`src/rtl/mp_adder_pkg.sv`:
```
// Shared types and helpers for the sequential multi-precision adder.
// Latency: n/a (declarations only).
// Backpressure: n/a.
package mp_adder_pkg;

    localparam int WORD_W = 32;

    typedef enum logic [1:0] {
        IDLE = 2'd0,
        RUN  = 2'd1,
        DONE = 2'd2
    } state_t;

    // Signed overflow: operands agree in sign but the result does not.
    function automatic logic ovf_add(input logic a_msb, input logic b_msb, input logic s_msb);
        return (a_msb == b_msb) && (s_msb != a_msb);
    endfunction

endpackage

```
`src/rtl/adder32.sv`:
```
// One-word ripple adder with carry in/out, shared across all words of an operand.
// Latency: combinational.
// Backpressure: none.
module adder32 #(
    parameter int DATA_WIDTH = 31
) (
    input  logic [DATA_WIDTH:0] a,
    input  logic [DATA_WIDTH:0] b,
    input  logic                cin,
    output logic [DATA_WIDTH:0] s,
    output logic                cout
);

    assign {cout, s} = {1'b0, a} + {1'b0, b} + {{DATA_WIDTH{1'b0}}, 1'b0, cin};

endmodule

```
`src/rtl/mp_adder_seq.sv`:
```
// Wide add/sub streamed LSW-first through one adder32, carry chained in a register.
// Latency: WORDS cycles from acceptance to out_valid.
// Backpressure: result held in DONE until out_ready; in_ready low outside IDLE.
module mp_adder_seq
    import mp_adder_pkg::*;
#(
    parameter int WORDS      = 4,
    parameter int DATA_WIDTH = 31
) (
    input  logic                    clk,
    input  logic                    rst,
    input  logic                    in_valid,
    output logic                    in_ready,
    input  logic [WORDS*WORD_W-1:0] in_a,
    input  logic [WORDS*WORD_W-1:0] in_b,
    input  logic                    in_cin,
    input  logic                    in_sub,
    output logic                    out_valid,
    input  logic                    out_ready,
    output logic [WORDS*WORD_W-1:0] out_sum,
    output logic                    out_cout,
    output logic                    out_ovf
);

    localparam int              IW   = (WORDS > 1) ? $clog2(WORDS) : 1;
    localparam int              W    = WORDS * WORD_W;
    localparam logic [IW-1:0]   LAST = IW'(WORDS - 1);

    state_t              state;
    logic [W-1:0]        a_sh;
    logic [W-1:0]        b_sh;
    logic [W-1:0]        sum_q;
    logic                carry;
    logic [IW-1:0]       idx;
    logic [DATA_WIDTH:0] add_s;
    logic                add_cout;

    // Word 0 of the shift registers is always the word being added.
    adder32 #(
        .DATA_WIDTH(DATA_WIDTH)
    ) u_adder32 (
        .a   (a_sh[WORD_W-1:0]),
        .b   (b_sh[WORD_W-1:0]),
        .cin (carry),
        .s   (add_s),
        .cout(add_cout)
    );

    assign in_ready = (state == IDLE);
    assign out_sum  = sum_q;

    always_ff @(posedge clk) begin
        if (rst) begin
            state     <= IDLE;
            a_sh      <= '0;
            b_sh      <= '0;
            sum_q     <= '0;
            carry     <= 1'b0;
            idx       <= '0;
            out_valid <= 1'b0;
            out_cout  <= 1'b0;
            out_ovf   <= 1'b0;
        end else begin
            case (state)
                IDLE: begin
                    if (in_valid) begin
                        // Subtraction is A + ~B + ~borrow_in.
                        a_sh  <= in_a;
                        b_sh  <= in_sub ? ~in_b : in_b;
                        carry <= in_sub ? ~in_cin : in_cin;
                        idx   <= '0;
                        state <= RUN;
                    end
                end
                RUN: begin
                    sum_q[idx*WORD_W +: WORD_W] <= add_s;
                    carry <= add_cout;
                    a_sh  <= a_sh >> WORD_W;
                    b_sh  <= b_sh >> WORD_W;
                    idx   <= idx + 1'b1;
                    if (idx == LAST) begin
                        state     <= DONE;
                        out_valid <= 1'b1;
                        out_cout  <= add_cout;
                        out_ovf   <= ovf_add(a_sh[WORD_W-1], b_sh[WORD_W-1], add_s[DATA_WIDTH]);
                    end
                end
                DONE: begin
                    if (out_ready) begin
                        state     <= IDLE;
                        out_valid <= 1'b0;
                    end
                end
                default: state <= IDLE;
            endcase
        end
    end

endmodule

```
`config.mk`:
```
export PLATFORM = sky130hd
export DESIGN_NAME = mp_adder_seq
export DESIGN_NICKNAME = d
export VERILOG_FILES = /design/src/rtl/mp_adder_pkg.sv /design/src/rtl/adder32.sv /design/src/rtl/mp_adder_seq.sv
export SDC_FILE = /design/constraint.sdc
export NUM_CORES = 1
export LEC_CHECK = 0
export CAP_MARGIN = 20
export CORE_ASPECT_RATIO = 0.75
export CORE_MARGIN = 5
export CORE_UTILIZATION = 25
export DETAILED_ROUTE_END_ITERATION = 8
export REMOVE_ABC_BUFFERS = 1
export SYNTH_ARGS = -nofsm -noshare
export SYNTH_HDL_FRONTEND = slang
export SYNTH_SLANG_ARGS = --single-unit
```
`constraint.sdc`:
```
create_clock -name clk -period 5.3 [get_ports clk]
set_input_delay 0.795 -clock clk [delete_from_list [all_inputs] [get_ports clk]]
set_output_delay 0.795 -clock clk [all_outputs]
set_load 0.005 [all_outputs]
```
-- Word level (Yosys, flattened, before mapping)
Cells that the tools add are included.
- register bits: 392
- bits of input ports: 262
- output and inout bits: 132
- logic and storage cells: 51
- add/sub/neg operators: 4
- eq/ne operators: 8
- shift-type cells: 2
- mux-type cells: 18
- bitwise logic cells: 2
- reduce and logical (&&, ||, !) cells: 8
- operators by type and width (cell ; number):
    case mux 128 bit (2 select lines) ; 2
    2-to-1 mux 128 bit ; 3
    bitwise mux 128 bit ; 1
    inverter 128 bit ; 1
    variable shift 32 x 34 -> 128 bit, first input constant ; 1
    indexed part select 32 x 34 -> 128 bit ; 1
    negation 7 -> 34 bit ; 1
    adder 32 x 32 -> 33 bit ; 1
    adder 33 x 1 -> 33 bit ; 1
    2-to-1 mux 2 bit ; 4
    != test 2 bit, second input constant ; 3
    case mux 2 bit (3 select lines) ; 1
    AND reduction 3 bit ; 2
    equality test 2 bit, second input constant ; 2
    2-to-1 mux 1 bit ; 4
    case mux 1 bit (2 select lines) ; 2
    case mux 2 bit (2 select lines) ; 1
    AND reduction 2 bit ; 2
    nonzero test 2 bit ; 2
    adder 2 x 1 -> 2 bit, second input constant ; 1
    equality test 2 x 1 -> 1 bit, second input constant ; 1
    logical NOT 2 bit ; 1
    equality test 1 bit ; 1
    logical AND 1 bit ; 1
    2 further kinds ; 2

-- Longest topological paths before layout
- depth in word-level cells: 4
- depth in mapped cells: 12
- mapped depth without buffers: 12

-- Hierarchy
A second synthesis with hierarchy kept.
- cells, all modules: 1902
- area, all modules: 17952.2 um^2
- modules (own cells, without submodules) (module ; times used ; cells an instance ; area an instance (um^2)):
    mp_adder_seq ; 1 ; 1643 ; 16097.9
    adder32 ; 1 ; 259 ; 1854.3

-- Worst setup path after synthesis
No wires, ideal clock.
- path kind: reg2reg
- start point: register a_sh[0]
- end point: register sum_q[62] (netlist: out_sum[62])
- data arrival time: 2.892 ns
- required time: 5.183 ns
- path slack: 2.291 ns
- stages on the path, launching flop included: 13
- clock period less this slack: 3.009 ns
- cell sequence: dfxtp_1 -> fa_1 -> fa_1 -> a211oi_1 -> o21ai_0 -> o2111ai_1 -> nand2_1 -> a21oi_1 -> o211ai_1 -> a221oi_2 -> o21bai_1 -> xor2_1 -> a22o_1
- longest elaborated chain between the ends: 4
- RTL lines (item ; line ; text):
    start, declared ; mp_adder_seq.sv:30 ; logic [W-1:0] a_sh;
    start signal, assigned ; mp_adder_seq.sv:68 ; a_sh <= in_a;
    start signal, assigned ; mp_adder_seq.sv:78 ; a_sh <= a_sh >> WORD_W;
    adder 32 x 32 -> 33 bit ; adder32.sv:14 ; assign {cout, s} = {1'b0, a} + {1'b0, b} + {{DATA_WIDTH{1'b0}}, 1'b0, cin};
    adder 33 x 1 -> 33 bit ; adder32.sv:14 ;
    indexed part select 32 x 34 -> 128 bit ; mp_adder_seq.sv:76 ; sum_q[idx*WORD_W +: WORD_W] <= add_s;
    bitwise mux 128 bit ; mp_adder_seq.sv:76 ;
    end signal, assigned by index ; mp_adder_seq.sv:76 ;
    end, declared ; mp_adder_seq.sv:32 ; logic [W-1:0] sum_q;
Every way passes these cells.
A chain may end at the register's enable or synchronous reset.

-- Final worst setup path
- start point: register a_sh[0]
- end point: register out_cout
- longest elaborated chain between the ends: 2
- RTL lines (item ; line ; text):
    adder 32 x 32 -> 33 bit ; adder32.sv:14 ;
    adder 33 x 1 -> 33 bit ; adder32.sv:14 ;
    end signal, assigned ; mp_adder_seq.sv:84 ; out_cout <= add_cout;
    end, declared ; mp_adder_seq.sv:21 ; output logic out_cout,
Every way passes these cells.

==> impl_metrics.tcl <==
set metrics [dict create \
    status "finished clean" \
    finalCritPeriodShare_pct 68.9 \
    cts_htree_levels 2 \
    die-height_um 242 \
    synth_edf_count 0 \
    dieArea_um2 77100 \
    vias 16252 \
    grt_first_pass_wirelength_mm 97.9 \
    path_max_fanout 3 \
    wl_per_cell_um 20.0 \
    finalHoldViolations 0 \
    cts_tree "done" \
    synth_top_area_share_pct 43.8 \
    sw_frac_of_total_pct 28.6 \
    critical_path_required_ns 5.75 \
    cap_viol_max_count 0 \
    drc 0 \
    leakage_nw 9.10 \
    cts-root-buf "clkbuf_16" \
    yosysWarnings 0 \
    whs_path_depth 2 \
    report.final.slew_viol_count 0 \
    die_x_um 319 \
    syn_area_um2 17900 \
    crit_type "reg2reg" \
    min_period_ns 3.65 \
    p_int_w 0.00560 \
    synth-async-reset-ratio_pct 0 \
    final-setup-viol-count 0 \
    rsz0062_at_grt "no" \
    path_depth 12 \
    critPathLaunchType "register" \
    num_rows 85 \
    num-nets-final 2587 \
    power_frac_clock_pct 40.3 \
    antenna_found_initial 6 \
    dp_hpwl_mm 45.7 \
    drt_iter0_drc 1331 \
    ys_seq_elements 392 \
    ioPinCount 394 \
    synth_ff_type "dfxtp_1" \
    clock_latency_ns 0.59 \
    grt_max_degree 134 \
    syn_area_per_cell_um2 8.93 \
    skew_ns 0.0354 \
    finalWirelength_mm 65.6 \
    endpoint_kind "register" \
    setup_tns_ns 0 \
    io_buffers 393 \
    placed_cells 3197 \
    place_congestion 0.837 \
    worstPathCellList "fa_1, fa_1, a211oi_1, o21ai_0, o2111ai_1, nand2_1, a21oi_1, o211ai_1, a221oi_2, o21ai_1, a211oi_1, nor3_1" \
    holdBufCountCts 0 \
    peakVddDrop_mv 0.208 \
    drive_above_1_share_pct 9.45 \
    first_global_vias 16220 \
    max_freq_mhz 274 \
    clockBufferDepth 3 \
    cts_num_sinks 392 \
    start_util_pct 25.1 \
    clk_pin_slew_ns 0.06 \
    worstRegToRegCells 12 \
    ctsResizeCount 0 \
    switchingPower_w 0.00224 \
    ys_seq_area_share_pct 43.8 \
    seq_power_share_pct 41.7 \
    coreArea_um2 71400 \
    p_comb_share_pct 18.0 \
    worst_slew_pin_slew_ns 1.06 \
    viasPerCell 4.96 \
    cts_made_buffers 44 \
    drtAntennaViolNets 0 \
    crit_buf_inv 0 \
    synth_cell_types 55 \
    p_total_w 0.00784 \
    post-cts-setup-buffers 0 \
    path_delay_family "compound AO/OA/AOI/OAI gates" \
    cp_data_arrival_time_ns 4.10 \
    final_cells 3278 \
    powerDensity_nw_per_um2 325 \
    slowest_delay_ns 0.47 \
    firstDrtPassIters 7 \
    slew_headroom_pct 29.2 \
    hp-class "reg2reg" \
    critical-path-slowest-cell "fa_1" \
    synthTopCellsByArea "dfxtp_1 44%, o221a_2 6.0%, nor2_1 6.0%, a21oi_1 5.4%, a22oi_1 5.3%" \
    syn_inst 2005 \
    syn2layout_area_growth_pct 34.8 \
    grt.total_usage_pct 15.9 \
    synth_largest_area_cell "dfxtp_1" \
    grt_overflow 0 \
]
==> power by group through the flow <==
stage          sequential, W  clock (W)  combinational [W]
6_report             0.00327    0.00316            0.00141
2_1_floorplan        0.00330          0           0.000795
5_1_grt              0.00329    0.00338            0.00154
4_1_cts              0.00327    0.00326            0.00142
3_5_place_dp         0.00334          0            0.00141
3_3_place_gp         0.00333          0            0.00139
==> synthesized netlist by cell type (all sizes together) (3+ instances only) <==
library cell and instances:
and3 4, nor2 284, xnor2 81, ha 37, nand3 8, o211ai 63, inv 9, nor3 3
a22oi 127, and2 7, xor2 76, o21bai 4, buf 12, a211oi 4, a21o 12, a222oi 36
dfxtp 392, a221oi 4, nand2 152, nor2b 102, o221a 96, clkbuf 172, o21a 8, a22o 60
nand4 3, o21ai 22, nand2b 6, a21oi 193, or2 3
==> final cells by class <==
class | instances | area, µm²
well taps | 957 | 1200
inverters | 9 | 36.3
flip-flops and latches | 392 | 7860
repair buffers | 419 | 4170
clock inverters | 17 | 198
multi-input cells | 1420 | 9360
fillers | 7244 | 47200
diodes | 3 | 7.51
clock buffers | 61 | 1310
==> final timing paths <==
kind / start / endpoint / slack (ns)
min reg2reg: b_sh[89]$_SDFFE_PP0P_ / b_sh[89]$_SDFFE_PP0P_ / 0.45
max: a_sh[0]$_SDFFE_PP0P_ / out_cout$_SDFFE_PP0P_ / 1.65
min: b_sh[89]$_SDFFE_PP0P_ / b_sh[89]$_SDFFE_PP0P_ / 0.45
max reg2reg: a_sh[0]$_SDFFE_PP0P_ / out_cout$_SDFFE_PP0P_ / 1.65
==> worst min-delay path: stages (launching register included) <==
cell	delay, ns
dfxtp_1	0.31
nand2_1	0.05
a21oi_1	0.05
==> per-stage QoR <==
stage / setup slack [ns] / util [%] / cell area (µm²) / hold slack, ns
floorplan: -3.56 / - / 17200 / 0.426
global placement: 1.72 / 31.7 / 22600 / 0.440
detailed placement: 1.71 / 31.7 / 22600 / 0.445
CTS: 1.70 / 33.8 / 24100 / 0.453
global route: 1.46 / 33.8 / 24100 / 0.470
finish: 1.65 / 33.8 / 24100 / 0.451
==> state kept, by name, indices dropped and copies added (netlist names) <==
name and flops:
a_sh 128, b_sh 128, carry 1, idx 2, out_cout 1, out_ovf 1, out_sum 128, out_valid 1
state 2
==> cells in the final DEF, fill, tap and decap left out, types with 23 or more instances in the layout <==
master           Yosys  layout
a222oi_1            36      36
nand2_1            152     152
a22o_1              60      60
clkbuf_16            0      46
o211ai_1            63      63
buf_4                0      23
o221a_2             96      96
dfxtp_1            392     390
a22oi_1            127     127
nor2_1             284     283
xor2_1              76      76
a21oi_1            193     193
clkdlybuf4s50_1      0     390
ha_1                37      37
xnor2_1             81      81
nor2b_1            102     101
==> metal layers <==
metal	GRT usage, %	vias to the layer above	routed length, µm
met1	21.6	7938	30500
met2	26.4	434	30600
met5	0	-	27
met3	2.55	99	2900
met4	4.63	4	1600
li1	-	7777	-
==> cell families (layout without fill, tap and decap cells) <==
family,count (synthesis),in the layout,synth area share (%)
other cells,0,3,0
compound gates,642,642,27.2
flops,392,392,43.8
xor+xnor,157,157,7.68
buf+inv,193,506,4.06
fa+ha+maj,39,39,2.81
simple gates,582,582,14.4
No activity file was read; power rests on OpenSTA's default activity.
==> patch: new RTL, config.mk and constraints unchanged <==
Change the parameter `WORDS` from 4 to 2.
--- a/src/rtl/mp_adder_seq.sv
+++ b/src/rtl/mp_adder_seq.sv
@@ -4,7 +4,7 @@
 module mp_adder_seq
     import mp_adder_pkg::*;
 #(
-    parameter int WORDS      = 4,
+    parameter int WORDS      = 2,
     parameter int DATA_WIDTH = 31
 ) (
     input  logic                    clk,
Interface: changed (resized in_a, in_b and out_sum); port bits go from 394 to 202. The function was not compared with the original's and may differ.
==> patch against the original RTL <==
- cell area is 47% lower
- routed wire length is 49% lower
- die area is 44% lower
- sequential cell count is 193 lower
- power is 50% lower
- clock power is 58% lower
- worst setup slack better by 0.41 ns
- sequential share of layout area is 1.5 points lower
- area after synthesis is 45% lower
- via count is 44% lower
- core utilization is 0.49 points lower
- largest power group unchanged
==> patch: results (changes against the original RTL) <==
Power
  • NetSw: 1290 uW (-42%)
  • Combinational power share: 23.8% (+5.8 points)
  • Seq pwr share: 42.7% (+1.0 points)
  • Worst VDD drop: 0.233 mV (+12%)
  • LEAKAGE: 0.00487 uW (-46%)

Detailed routing
  • Met1 WL: 17.2 mm (-44%)
  • DRT Pass-1 Iters: 5 (-2)
  • Met2 routed WL: 14.4 mm (-53%)
  • WL final: 33.5 mm (-49%)
  • DR top layer: met4
  • Met3 wire length: 1.57 mm (-46%)
  • DR vias/cell: 4.81 (-3.0%)
  • 1st-iter DRT viols: 577 (-57%)

Layout
  • Fillers: 4130 (-43%)
  • Non-Filler Instances: 1885 (-42%)
  • Layout cells sized above 1: 4.95% (-4.5 points)

Setup path
  • Slowest stage delay, CP: 0.49 ns (+0.02 ns)
  • Reg-to-reg endpoint: out_sum[53]
  • CP arrival: 3.53 ns (-0.57 ns)
  • R2R setup slack: 2.06 ns (+0.41 ns)

Clock network
  • Clk buf depth: 2 (-1)
  • Cts bufs inserted: 17 (-61%)
  • Worst-skew pair later-pin latency: 0.46 ns (-0.13 ns)

Yosys
  • Synth cell count leaders: nor2_1 (226), dfxtp_1 (199), a21oi_1 (131), nand2_1 (131), clkbuf_1 (77)
  • Adder-Cell Fraction of Synth Area: 4.37% (+1.6 points)
  • Post-synthesis sequential area ratio: 40.7% (-3.1 points)
  • Post-synthesis mux area share: 0.204% (+0.20 points)
  • Area contributors post-synth: dfxtp_1 (41%), nor2_1 (8.7%), a21oi_1 (6.7%)
  • FF+latch count, synth: 199 (-49%)

Place
  • HPWL after detailed placement: 24.5 mm (-46%)
  • Routability cong.: 0.864 (+3.3%)
  • PortBufs: 201 (-49%)

GRT
  • Initial antenna violation count: 0 (-6)
  • Vias in the first global route: 8763 (-46%)
  • GRT Util Overall: 15.1% (-0.87 points)
  • First-pass GRT wire length: 51.3 mm (-48%)
  • M2 GR Usage: 22.4% (-3.9 points)
  • Largest net degree at the start of global routing: 109 (-19%)

Run status
  • Status: completed

Min path
  • Hold Crit Endpoint: out_sum[19]

STA
  • Hold Slack: 0.456 ns (+0.00498 ns)
[patch: layout make-up]
type                       instances  share of cell area (%)
timing repair buffer             216                    16.8
inverter                           5                   0.146
clock buffer                      17                    3.32
multi-input combinational        921                    42.3
tap                              512                    5.00
sequential                       199                    31.1
clock inverter                    15                    1.36
[patch: worst max-delay path by stage]
| stage | slack [ns] | end | cells past startpoint |
|---|---|---|---|
| after detailed placement | 2.14 | out_cout | 10 |
| after global placement | 1.99 | carry | 6 |
| final | 2.06 | out_sum[53] | 9 |
| after CTS | 2.13 | out_cout | 10 |
| after floorplan | 1.52 | out_sum[27] | 5 |
| after global routing | 1.88 | out_sum[53] | 9 |
[patch: metrics by stage]
stage / worst slack, ns / area, um^2
final: 2.06 / 12800
after global routing: 1.88 / 12800
after CTS: 2.13 / 12800
after detailed placement: 2.14 / 12200
after global placement: 1.99 / 12200
after floorplan: 1.52 / 9410
